### src/rtl/tx_gearbox.sv
`default_nettype none
// +--------------------------------------------------------------------+
// | tx_gearbox: 66b->32b TX gearbox, ready/valid in, LSB-first words out |
// | Revision 1.0                                                       |
// +--------------------------------------------------------------------+
module tx_gearbox #(
  parameter int IN_WIDTH  = 66,
  parameter int OUT_WIDTH = 32,
  parameter int CNT_W     = $clog2(IN_WIDTH + OUT_WIDTH)
) (
  input  logic                 clk,
  input  logic                 clk_reset,
  input  logic [IN_WIDTH-1:0]  data_in,
  input  logic                 valid_in,
  output logic                 ready_in,
  output logic [OUT_WIDTH-1:0] data_out,
  output logic                 valid_out,
  output logic                 underrun
);

  localparam int               BUF_W   = IN_WIDTH + OUT_WIDTH - 1;
  localparam logic [CNT_W-1:0] C_OUT_W = CNT_W'(OUT_WIDTH);
  localparam logic [CNT_W-1:0] C_IN_W  = CNT_W'(IN_WIDTH);

  logic [BUF_W-1:0]     buf_q, buf_d;
  logic [CNT_W-1:0]     cnt_q, cnt_d;
  logic [CNT_W-1:0]     cnt_rem;
  logic                 started_q, started_d;
  logic [OUT_WIDTH-1:0] data_out_q, data_out_d;
  logic                 valid_out_q;
  logic                 underrun_q;
  logic                 pop;
  logic                 push;
  logic [BUF_W-1:0]     in_ext;
  logic [BUF_W-1:0]     buf_shifted;

  // ready_in is derived from registered fill level only, so it never loops through valid_in.
  always_comb begin
    pop         = (cnt_q >= C_OUT_W);
    cnt_rem     = pop ? (cnt_q - C_OUT_W) : cnt_q;
    ready_in    = (cnt_rem < C_OUT_W) && !clk_reset;
    push        = valid_in && ready_in;
    in_ext      = {{(BUF_W-IN_WIDTH){1'b0}}, data_in};
    buf_shifted = pop ? (buf_q >> OUT_WIDTH) : buf_q;
    buf_d       = buf_shifted | (push ? (in_ext << cnt_rem) : '0);
    cnt_d       = cnt_rem + (push ? C_IN_W : '0);
    data_out_d  = pop ? buf_q[OUT_WIDTH-1:0] : data_out_q;
    started_d   = started_q | pop;
  end

  always_ff @(posedge clk) begin
    if (clk_reset) begin
      buf_q       <= '0;
      cnt_q       <= '0;
      started_q   <= 1'b0;
      data_out_q  <= '0;
      valid_out_q <= 1'b0;
      underrun_q  <= 1'b0;
    end else begin
      buf_q       <= buf_d;
      cnt_q       <= cnt_d;
      started_q   <= started_d;
      data_out_q  <= data_out_d;
      valid_out_q <= pop;
      underrun_q  <= started_q && !pop;
    end
  end

  assign data_out  = data_out_q;
  assign valid_out = valid_out_q;
  assign underrun  = underrun_q;

endmodule
`default_nettype wire

### config.mk
export PLATFORM = sky130hd
export DESIGN_NAME = tx_gearbox
export DESIGN_NICKNAME = d
export VERILOG_FILES = /design/src/rtl/tx_gearbox.sv
export SDC_FILE = /design/constraint.sdc
export NUM_CORES = 1
export LEC_CHECK = 0
export CAP_MARGIN = 30
export CORE_ASPECT_RATIO = 0.75
export CORE_MARGIN = 8
export CORE_UTILIZATION = 61
export DETAILED_ROUTE_END_ITERATION = 10
export MAX_ROUTING_LAYER = met4
export PLACE_DENSITY = 0.82
export SYNTH_ARGS = -nofsm -noshare
export SYNTH_HDL_FRONTEND = slang
export SYNTH_SLANG_ARGS = --single-unit
### constraint.sdc
create_clock -name clk -period 3.4 [get_ports clk]
set_input_delay 1.02 -clock clk [delete_from_list [all_inputs] [get_ports clk]]
set_output_delay 1.02 -clock clk [all_outputs]
set_load 0.05 [all_outputs]
======== Yosys cells after proc, flatten, opt, wreduce, memory -nomap -nowiden ========
Cells that the tools add are included.
word-level totals
  register bits after elaboration ......... 139
  bits of input ports ..................... 69
  logic and storage cells ................. 22
cells by class
  reduce and logical (&&, ||, !) cells .... 5
  bitwise gates (word level) .............. 2
  muxes and demuxes ....................... 4
  shift-type cells ........................ 1
  $lt $le $gt $ge ......................... 2
  add/sub/neg operators ................... 2
operator list
  cell                                                                   number
  97-bit 2-to-1 mux                                                      2
  97-bit bitwise OR                                                      1
  66-bit by 7-bit << shifter with 97-bit output                          1
  7-bit 2-to-1 mux                                                       2
  7-bit adder                                                            1
  7-bit by 6-bit >= comparator with 1-bit output, second input constant  1
  7-bit by 6-bit < comparator with 1-bit output, second input constant   1
  7-bit by 6-bit subtractor with 7-bit output, second input constant     1
  1-bit logical AND                                                      3
  1-bit logical NOT                                                      2
  1-bit bitwise OR                                                       1

======== Logic depth before layout (Yosys ltp) ========
Gate-level depths: netlist of run 1.
  word-level depth ........................ 7
  mapped depth ............................ 9
  gate-level depth less buffers ........... 8

======== Least setup slack after synthesis of run 1 ========
No wires, ideal clock.
  path type ............................... input-to-reg
  start ................................... input port clk_reset
  end ..................................... register cnt_q[5]
  setup slack ............................. 194 ps
  setup time .............................. 128 ps
  arrival time ............................ 3078 ps
  buffers on the path ..................... 1
  required time ........................... 3272 ps
  stages on the path ...................... 9
  path through ............................ nor2_1 -> nand2_1 -> clkinv_1 -> clkbuf_1 -> ha_1 -> ha_1 -> nand3_1 -> xnor2_1 -> nor2_1
on the way
  cells in the longest elaborated chain, start to end .. 5
RTL lines
  item                  line  RTL
  from (decl)           12    input logic clk_reset,
  1-bit logical NOT     41    ready_in = (cnt_rem < C_OUT_W) && !clk_reset;
  1-bit logical AND     41
  1-bit logical AND     42    push = valid_in && ready_in;
  7-bit 2-to-1 mux      46    cnt_d = cnt_rem + (push ? C_IN_W : '0);
  7-bit adder           46
  to (signal assigned)  61    cnt_q <= cnt_d;
  to (decl)             26    logic [CNT_W-1:0] cnt_q, cnt_d;
Parallel ways exist; a longest one is shown, timed or not.
A chain may end at the register's enable or synchronous reset.

======== Final worst setup path of run 1 ========
  start ................................... input port clk_reset
  end ..................................... output port ready_in
on the way
  cells in the longest elaborated chain, start to end .. 2
RTL lines
  item               line  RTL
  1-bit logical NOT  41
  1-bit logical AND  41
  to (decl)          15    output logic ready_in,
No other way between the ends.

==> results of run 1 <==
## worst max path at each step
stage | depth (start not counted) | slack [ns] | from | end
4_1_cts | 3 | 0.73 | clk_reset | ready_in
5_1_grt | 3 | 0.70 | clk_reset | ready_in
3_3_place_gp | 6 | 0.56 | data_in[64] | buf_q[72]
3_5_place_dp | 6 | 0.54 | data_in[64] | buf_q[72]
2_1_floorplan | 9 | 0.19 | clk_reset | cnt_q[5]
6_report | 3 | 0.70 | clk_reset | ready_in
## cell type report
type,instances,area share [%]
multi-input cells,765,53.0
flip-flops and latches,138,27.1
well taps,175,2.14
clock buffers,20,4.47
repair buffers,127,12.0
inverters,3,0.110
clock inverters,10,1.15
## per-stage QoR
stage | worst slack [ns] | area [sq um]
4_1_cts | 0.732 | 10200
3_5_place_dp | 0.544 | 9660
6_report | 0.703 | 10200
3_3_place_gp | 0.562 | 9660
5_1_grt | 0.700 | 10200
2_1_floorplan | 0.194 | 8640
## placed cells by master (no fill, tap or decap), types with 4 or more instances in the layout
master / Yosys / final
nand2b_1: 6 / 6
o22a_1: 4 / 4
o211ai_1: 8 / 8
clkbuf_16: 0 / 18
a2bb2oi_1: 5 / 5
o21ai_0: 43 / 43
nand2_1: 188 / 188
nor2_1: 79 / 79
mux2_2: 41 / 41
buf_4: 11 / 24
mux2i_1: 117 / 117
mux4_2: 39 / 39
nor2b_1: 10 / 10
clkdlybuf4s50_1: 0 / 101
a21oi_1: 68 / 68
dfxtp_1: 138 / 134
nor3_1: 13 / 13
a31oi_1: 19 / 19
o32ai_1: 10 / 10
o22ai_1: 44 / 44
a22oi_1: 4 / 4
a221oi_1: 6 / 6
nand3_1: 8 / 8
a22o_1: 12 / 12
## per-layer routing
layer	wire [microns]	GRT usage, %
met1	11300	39.1
met2	12500	46.2
met5	0	-
met4	1320	14.8
met3	2770	6.29
## where the power goes
group	internal, mW	switching [mW]	leakage (nW)
Clock	1.12	0.703	0.281
Sequential	1.72	0.0840	1.13
Combinational	0.432	0.588	2.24
Total	3.27	1.37	3.65
## flip-flops by register name (all words and copies together), names as in the netlist
name / cells
data_out: 32
underrun: 1
started_q: 1
cnt_q: 6
buf_q: 97
valid_out: 1
## Yosys cell counts (all sizes together), types with 2 or more instances
cell type	n	share of area [%]
nand2	188	8.2
dfxtp	138	32
mux2i	117	14
nor2	82	3.6
a21oi	68	3.9
clkbuf	44	1.9
o22ai	44	3.2
buf	43	3.3
o21ai	43	2.5
mux2	42	5.5
mux4	39	10
a31oi	19	1.4
nor3	14	0.87
a22o	12	1.2
nor2b	10	0.72
o32ai	10	1.0
nand3	8	0.46
o211ai	8	0.69
a221oi	6	0.61
nand2b	6	0.43
a2bb2oi	5	0.51
a211oi	4	0.41
a22oi	4	0.35
o22a	4	0.41
a21o	3	0.26
and2	3	0.22
xnor2	3	0.30
a221o	2	0.23
a41oi	2	0.20
clkinv	2	0.087
ha	2	0.29
nor4	2	0.14
o21a	2	0.17
or2	2	0.14
## cells by family after synthesis
logic type,synth area share (%)
compound gates,17.6
xor+xnor,0.304
fa+ha+maj,0.290
buf+inv,5.31
flops,32.0
mux,29.2
simple gates,15.3
## critical path, stage by stage
cell and delay [ns]:
buf_4 0.14, nor2_1 0.25, buf_4 0.26
==> run_results.csv, run 1 <==
group,metric,value,unit
die,start_util,62.6,%
clocking,clk_latency,0.42,ns
min_path,hold_path_depth,2,
synth,synth_edf_count,0,
clocking,cts_tree,"built",
status,status,"completed",
clocking,cts.sinks,138,
sta,hold_viol,0,
die,io_pins,104,
min_path,hold_end,"data_out[6]",
pwr,totalPowerFinal,4.64,mW
sta,fin_tns_setup,0,ns
critical_path,crit_required,2.38,ns
synth,syn_avg_cell_area,8.70,sq um
placed_design,dp_hpwl,19900,microns
layout,fillers,1043,
layout,area_delta_synth_final,18.4,%
critical_path,r2r-start,"cnt_q[1]",
sta,skew,0.0125,ns
job,maxCapViolCount,0,
sta,rsz0062_at_grt,"false",
critical_path,crit_fanout,4,
die,fp-row-count,37,
synth,syn_inst,993,
routing,drc,0,
layout,nets,1123,
clocking,h-tree-depth,4,
pwr,ir_drop,419,uV
critical_path,reg2reg_to,"buf_q[28]",
placed_design,portBuffers,103,
layout,instances_no_fill,1238,
layout,layout-drive-gt1-share,13.8,%
synth,ys_async_sr_fraction,0,%
sta,worst_pin_slew,0.829,ns
pwr,cellLeakagePower,3.65,nW
critical_path,arrival,1.68,ns
placed_design,gp_congestion,0.986,
routing,viasPerCell,6.75,
die,die_h,119,microns
sta,finalSetupViolCount,0,
sta,slew_violations,0,
global_routing,grt_first_pass_wirelength,44200,microns
global_routing,antenna_found_initial,0,
synth,ys_seq_area_share,32.0,%
synth,synth_cell_types,53,
clocking,cts_buffer_depth,2,
clocking,clk_pin_slew,0.06,ns
synth,syn_area,8640,sq um
synth,ys_warn_count,0,
synth,synth-seq-cells,138,
routing,wire_per_inst,22.5,microns
routing,routed-via-count,8353,
min_path,hp-start,"data_out[6]",
critical_path,end_kind,"primary output",
synth,synth_fp_nets,1064,
routing,routed_wl,27800,microns
routing,dr.pass1.iters,6,
clocking,cts_buffers,17,
synth,synth_top_flop_cell,"dfxtp_1",
global_routing,grt_overflow,0,
placed_design,place_inst,1208,
global_routing,grt_pass1_vias,8144,
critical_path,r2r_slack,1.01,ns
sta,whs,0.448,ns
routing,drtIter0Drc,934,
die,die-width,153,microns
layout,post-route-util,74.2,%
global_routing,grt_max_degree,70,
die,core-area,13800,sq um
critical_path,crit_type,"input pin to primary output",
critical_path,start_kind,"input pin",
layout,seq_area,2770,sq um
critical_path,rr_worst_depth,6,
sta,clock.fmax,371,MHz
clocking,clock-root-buffer,"clkbuf_16",
routing,ant_nets,0,
sta,min_period,2.70,ns
sta,max-slew-margin-rel,44.7,%
pwr,powerDensity,453,nW/um^2
layout,n_antenna_cell,0,
min_path,hp-class,"register to register",
global_routing,track_usage,30.7,%
layout,multi_input_comb_area,5430,sq um
die,dieArea,18300,sq um
clocking,cts_setup_buffers,0,
clocking,cts-resized-gates,0,
clocking,cts_hold_buf,0,
sta,fin_crit_sh,79.3,%
(Power assumes the default switching activity.)
==> run 2, diff against run 1 <==
--- a/config.mk
+++ b/config.mk
@@ -8,10 +8,10 @@
 export CAP_MARGIN = 30
 export CORE_ASPECT_RATIO = 0.75
 export CORE_MARGIN = 8
-export CORE_UTILIZATION = 61
+export CORE_UTILIZATION = 57
 export DETAILED_ROUTE_END_ITERATION = 10
 export MAX_ROUTING_LAYER = met4
-export PLACE_DENSITY = 0.82
+export PLACE_DENSITY = 0.77
 export SYNTH_ARGS = -nofsm -noshare
 export SYNTH_HDL_FRONTEND = slang
 export SYNTH_SLANG_ARGS = --single-unit
==> constraint.sdc (replaced) <==
create_clock -name clk -period 2.8 [get_ports clk]
set_input_delay 0.84 -clock clk [delete_from_list [all_inputs] [get_ports clk]]
set_output_delay 0.84 -clock clk [all_outputs]
set_load 0.05 [all_outputs]
==> run 2 against run 1 <==
  * Routed wire length grew 0.22%
  * Critical path type is now register to primary output
  * Final area grew 1.6%
  * Combinational power grew 24%
==> run_results.csv, run 2 (synthesized netlist as in run 1, its figures left out) <==
group,metric,value,unit
routing,viasPerCell,6.48,
global_routing,grt_max_degree,88,
critical_path,cp.depth,1,
placed_design,portBuffers,103,
critical_path,arrival,1.58,ns
clocking,cts.sinks,138,
layout,final_cell_mix,"188 x nand2_1, 134 x dfxtp_1, 117 x mux2i_1",
clocking,clk_latency,0.42,ns
die,dieArea,19400,sq um
pwr,ir_drop,394,uV
clocking,cts_tree,"built",
sta,slew_violations,0,
sta,finalSetupViolCount,0,
placed_design,place_inst,1244,
critical_path,slowest_stage,"clkdlybuf4s50_1",
clocking,cts_hold_buf,0,
routing,drc,0,
routing,drtIter0Drc,982,
layout,largest_reg_flops,97,
clocking,h-tree-depth,4,
die,start_util,57.5,%
layout,nets,1129,
sta,clock.fmax,413,MHz
global_routing,track_usage,29.7,%
die,die-width,158,microns
status,status,"completed",
die,io_pins,104,
pwr,cellLeakagePower,3.71,nW
layout,layout-drive-gt1-share,14.8,%
layout,final_cell_area,10400,sq um
sta,fin_crit_sh,86.4,%
placed_design,dpl-instance-area,9790,sq um
critical_path,slowest_delay,0.82,ns
global_routing,antenna_found_initial,0,
sta,hold_viol,0,
die,die_h,123,microns
pwr,totalPowerFinal,5.72,mW
global_routing,grt_overflow,0,
critical_path,crit_type,"register to primary output",
sta,worst_pin_slew,0.891,ns
global_routing,grt_pass1_vias,7829,
routing,dr.pass1.iters,5,
placed_design,dp_hpwl,20100,microns
job,maxCapViolCount,0,
critical_path,crit_chain,"clkdlybuf4s50_1",
routing,routed_wl,27900,microns
min_path,hold_path_depth,2,
die,core-area,15000,sq um
layout,regMostFlops,"buf_q",
clocking,cts_buffers,17,
die,fp-row-count,39,
critical_path,rr_worst_depth,6,
sta,min_period,2.42,ns
critical_path,start_kind,"register",
sta,fin_tns_setup,0,ns
sta,skew,0.00881,ns
sta,max-slew-margin-rel,40.6,%
critical_path,crit_buf_inv,1,
clocking,clock-root-buffer,"clkbuf_16",
min_path,hp-class,"register to register",
critical_path,crit_family,"buffers and inverters",
routing,wire_per_inst,21.9,microns
routing,routed-via-count,8270,
placed_design,gp_congestion,1.04,
routing,ant_nets,0,
clocking,cts_setup_buffers,0,
critical_path,crit_required,1.96,ns
critical_path,end_kind,"primary output",
global_routing,grt_first_pass_wirelength,43500,microns
layout,n_antenna_cell,0,
clocking,cts_buffer_depth,2,
layout,layout_commonest_cell,"nand2_1",
layout,fillers,1250,
clocking,cts-resized-gates,0,
layout,instances_no_fill,1276,
clocking,clk_pin_slew,0.06,ns
layout,post-route-util,69.2,%
pwr,powerDensity,550,nW/um^2
sta,rsz0062_at_grt,"false",
critical_path,crit_fanout,2,
layout,area_delta_synth_final,20.3,%
## run 2: cell count changes in the layout (fill, tap and decap cells not counted), moves of 2 or more
cell / delta
clkinv_2: -2
buf_12: +4
clkbuf_1: -2
buf_4: +2
inv_6: +3
## run 2: worst paths after layout
path / from / slack (ns) / endpoint
worst min-delay path: data_out[0] / 0.45 / data_out[0]
worst max register to register: cnt_q[1] / 0.51 / buf_q[46]
worst max-delay path: data_out[7] / 0.38 / data_out[7]
worst min register to register: data_out[0] / 0.45 / data_out[0]
## run 2: stage by stage
stage / setup WS [ns] / hold slack [ns]
after floorplan: 0.0759 / 0.424
after global placement: 0.167 / 0.437
after detailed placement: 0.120 / 0.443
after CTS: 0.354 / 0.453
after global routing: 0.332 / 0.470
final: 0.381 / 0.450
## run 2: metal layers
metal  part of all wire, %  global-route usage (%)  routed length, microns
met5                     0                       -                       0
met4                   3.5                    12.6                     983
met3                   9.5                    6.44                    2660
met2                    46                    45.3                   12800
met1                    41                    37.7                   11400
## run 2: area by class of cell
class	count	area (sq um)	share of cell area, %
tap	205	256	2.47
timing repair buffer	133	1330	12.8
multi-input combinational	765	5430	52.2
clock buffer	18	439	4.22
clock inverter	14	161	1.55
inverter	3	11.3	0.108
sequential	138	2770	26.7
## run 2: report_power, final
group | internal [mW] | leakage [nW] | switching [mW]
sequential | 2.09 | 1.13 | 0.0960
clock | 1.36 | 0.290 | 0.926
combinational | 0.540 | 2.29 | 0.718
==> run 3, diff against run 2 <==
--- a/config.mk
+++ b/config.mk
@@ -8,10 +8,10 @@
 export CAP_MARGIN = 30
 export CORE_ASPECT_RATIO = 0.75
 export CORE_MARGIN = 8
-export CORE_UTILIZATION = 57
+export CORE_UTILIZATION = 51
 export DETAILED_ROUTE_END_ITERATION = 10
 export MAX_ROUTING_LAYER = met4
-export PLACE_DENSITY = 0.77
+export PLACE_DENSITY = 0.73
 export SYNTH_ARGS = -nofsm -noshare
 export SYNTH_HDL_FRONTEND = slang
 export SYNTH_SLANG_ARGS = --single-unit
==> constraint.sdc (replaced) <==
create_clock -name clk -period 2.2 [get_ports clk]
set_input_delay 0.66 -clock clk [delete_from_list [all_inputs] [get_ports clk]]
set_output_delay 0.66 -clock clk [all_outputs]
set_load 0.02 [all_outputs]
==> run 3 against run 2 <==
  * Combinational power grew 38%
  * Flip-flop and latch count is the same
  * Total power grew 29%
  * Die area grew 10%
  * Non-clock buffer count grew 89
  * First-iteration DRC count shrank 1.0%
  * Register-to-register slack lost 0.37 ns
  * Final cell count grew 7.8%
  * Critical path type is now input pin to register
  * Critical endpoint is now buf_q[71]
==> run_results.csv, run 3 (synthesized netlist as in run 1, its figures left out) <==
group,metric,value,unit
layout,final_cell_area,11100,sq um
layout,largest_reg_flops,97,
critical_path,reg2reg_to,"buf_q[70]",
sta,skew,0.00965,ns
min_path,hp-class,"register to register",
critical_path,crit_type,"input pin to register",
global_routing,track_usage,28.6,%
die,die_h,129,microns
pwr,p_int,5.19,mW
global_routing,grt_max_degree,96,
sta,hold_viol,0,
routing,routed_wl,30100,microns
min_path,hp-start,"data_out[0]",
layout,regMostFlops,"buf_q",
clocking,cts.sinks,138,
pwr,power_frac_clock,38.8,%
status,status,"completed",
critical_path,rr_worst_depth,6,
sta,rsz0062_at_grt,"false",
placed_design,portBuffers,103,
pwr,powerDensity,663,nW/um^2
die,die-width,166,microns
clocking,clk_latency,0.42,ns
routing,routed-via-count,8534,
clocking,cts_hold_buf,0,
clocking,cts_tree,"built",
pwr,ir_drop,592,uV
pwr,p_sw,2.19,mW
routing,dr.pass1.iters,8,
die,dieArea,21400,sq um
sta,min_period,2.10,ns
pwr,totalPowerFinal,7.38,mW
clocking,h-tree-depth,4,
global_routing,grt_pass1_vias,8281,
layout,area_delta_synth_final,28.8,%
die,start_util,51.7,%
routing,drc,0,
layout,nets,1218,
pwr,cellLeakagePower,4.16,nW
routing,viasPerCell,6.21,
placed_design,dpl-instance-area,10500,sq um
pwr,sw_frac_of_total,29.6,%
layout,layout_commonest_cell,"nand2_1",
critical_path,r2r-start,"cnt_q[1]",
placed_design,dp_hpwl,22200,microns
sta,fin_crit_sh,95.4,%
sta,worst_pin_slew,0.759,ns
sta,clock.fmax,476,MHz
layout,final_cell_mix,"188 x nand2_1, 134 x dfxtp_1, 117 x mux2i_1",
layout,n_antenna_cell,0,
die,io_pins,104,
clocking,cts_buffers,17,
sta,finalSetupViolCount,0,
placed_design,gp_congestion,1.01,
routing,ant_nets,0,
global_routing,grt_overflow,0,
critical_path,crit_fanout,6,
layout,layout-drive-gt1-share,21.1,%
routing,wire_per_inst,21.9,microns
placed_design,dpl_worst_slack,-0.286,ns
min_path,hold_end,"data_out[0]",
clocking,clk_pin_slew,0.06,ns
critical_path,start_kind,"input pin",
clocking,clock-root-buffer,"clkbuf_16",
global_routing,grt_first_pass_wirelength,47100,microns
critical_path,end_kind,"register",
sta,max-slew-margin-rel,49.2,%
critical_path,crit_required,2.52,ns
pwr,pwr-share-seq,37.6,%
critical_path,r2r_slack,0.14,ns
sta,slew_violations,0,
routing,drtIter0Drc,972,
critical_path,arrival,2.42,ns
sta,setup_ws,0.101,ns
min_path,hold_path_depth,2,
pwr,power_frac_comb,23.6,%
die,fp-row-count,41,
clocking,cts_buffer_depth,2,
die,core-area,16700,sq um
job,maxCapViolCount,0,
global_routing,antenna_found_initial,0,
==> run 3: routing by layer <==
metal / part of all wire, % / track usage, % / up-vias
met1: 43 / 36.2 / 4069
met3: 8.1 / 5.42 / 57
met2: 46 / 45.6 / 447
met4: 2.9 / 9.77 / 0
li1: - / - / 3961
met5: 0 / - / -
==> run 3: worst max path at each step <==
| stage | startpoint | to | slack (ns) |
|---|---|---|---|
| floorplan | clk_reset | cnt_q[5] | 0.06 |
| global placement | data_in[6] | buf_q[72] | -0.30 |
| detailed placement | data_in[35] | buf_q[71] | -0.29 |
| CTS | cnt_q[1] | buf_q[70] | 0.02 |
| global route | cnt_q[2] | buf_q[72] | 0.01 |
| finish | data_in[35] | buf_q[71] | 0.10 |
==> run 3: area by class of cell <==
| cell class | instances | area [sq um] |
|---|---|---|
| clock buffer | 19 | 443 |
| sequential | 138 | 2770 |
| fill | 1416 | 5590 |
| tap | 215 | 269 |
| clock inverter | 13 | 143 |
| inverter | 3 | 11.3 |
| multi-input combinational | 765 | 5430 |
| timing repair buffer | 222 | 2070 |
==> run 3: per-stage QoR <==
stage / setup TNS (ns) / utilization (%) / cells / hold slack, ns
5_1_grt: 0 / 66.6 / 1375 / 0.471
4_1_cts: 0 / 66.4 / 1374 / 0.456
3_5_place_dp: -11.04 / 62.9 / 1342 / 0.443
6_report: 0 / 66.6 / 1375 / 0.453
3_3_place_gp: -9.57 / 62.9 / 1342 / 0.438
2_1_floorplan: 0 / - / 993 / 0.424
==> run 3: power by group through the flow <==
stage	clock network (mW)	logic (mW)	registers [mW]
2_1_floorplan	0	0.982	2.80
5_1_grt	3.01	1.86	2.78
6_report	2.86	1.74	2.77
3_3_place_gp	0	1.68	2.83
4_1_cts	2.88	1.70	2.78
3_5_place_dp	0	1.69	2.83
==> run 3: timing repair <==
action,in CTS,in global routing
setup endpoints to repair,1,14
setup buffers,0,1
resized for setup,1,0
cloned,0,0
==> run 3: worst max-delay path, cell delays in order <==
cell and delay [ns]:
clkdlybuf4s50_1 0.60, mux2i_1 0.11, mux4_2 0.52, nor3_2 0.19, a221oi_1 0.07, a311oi_1 0.27
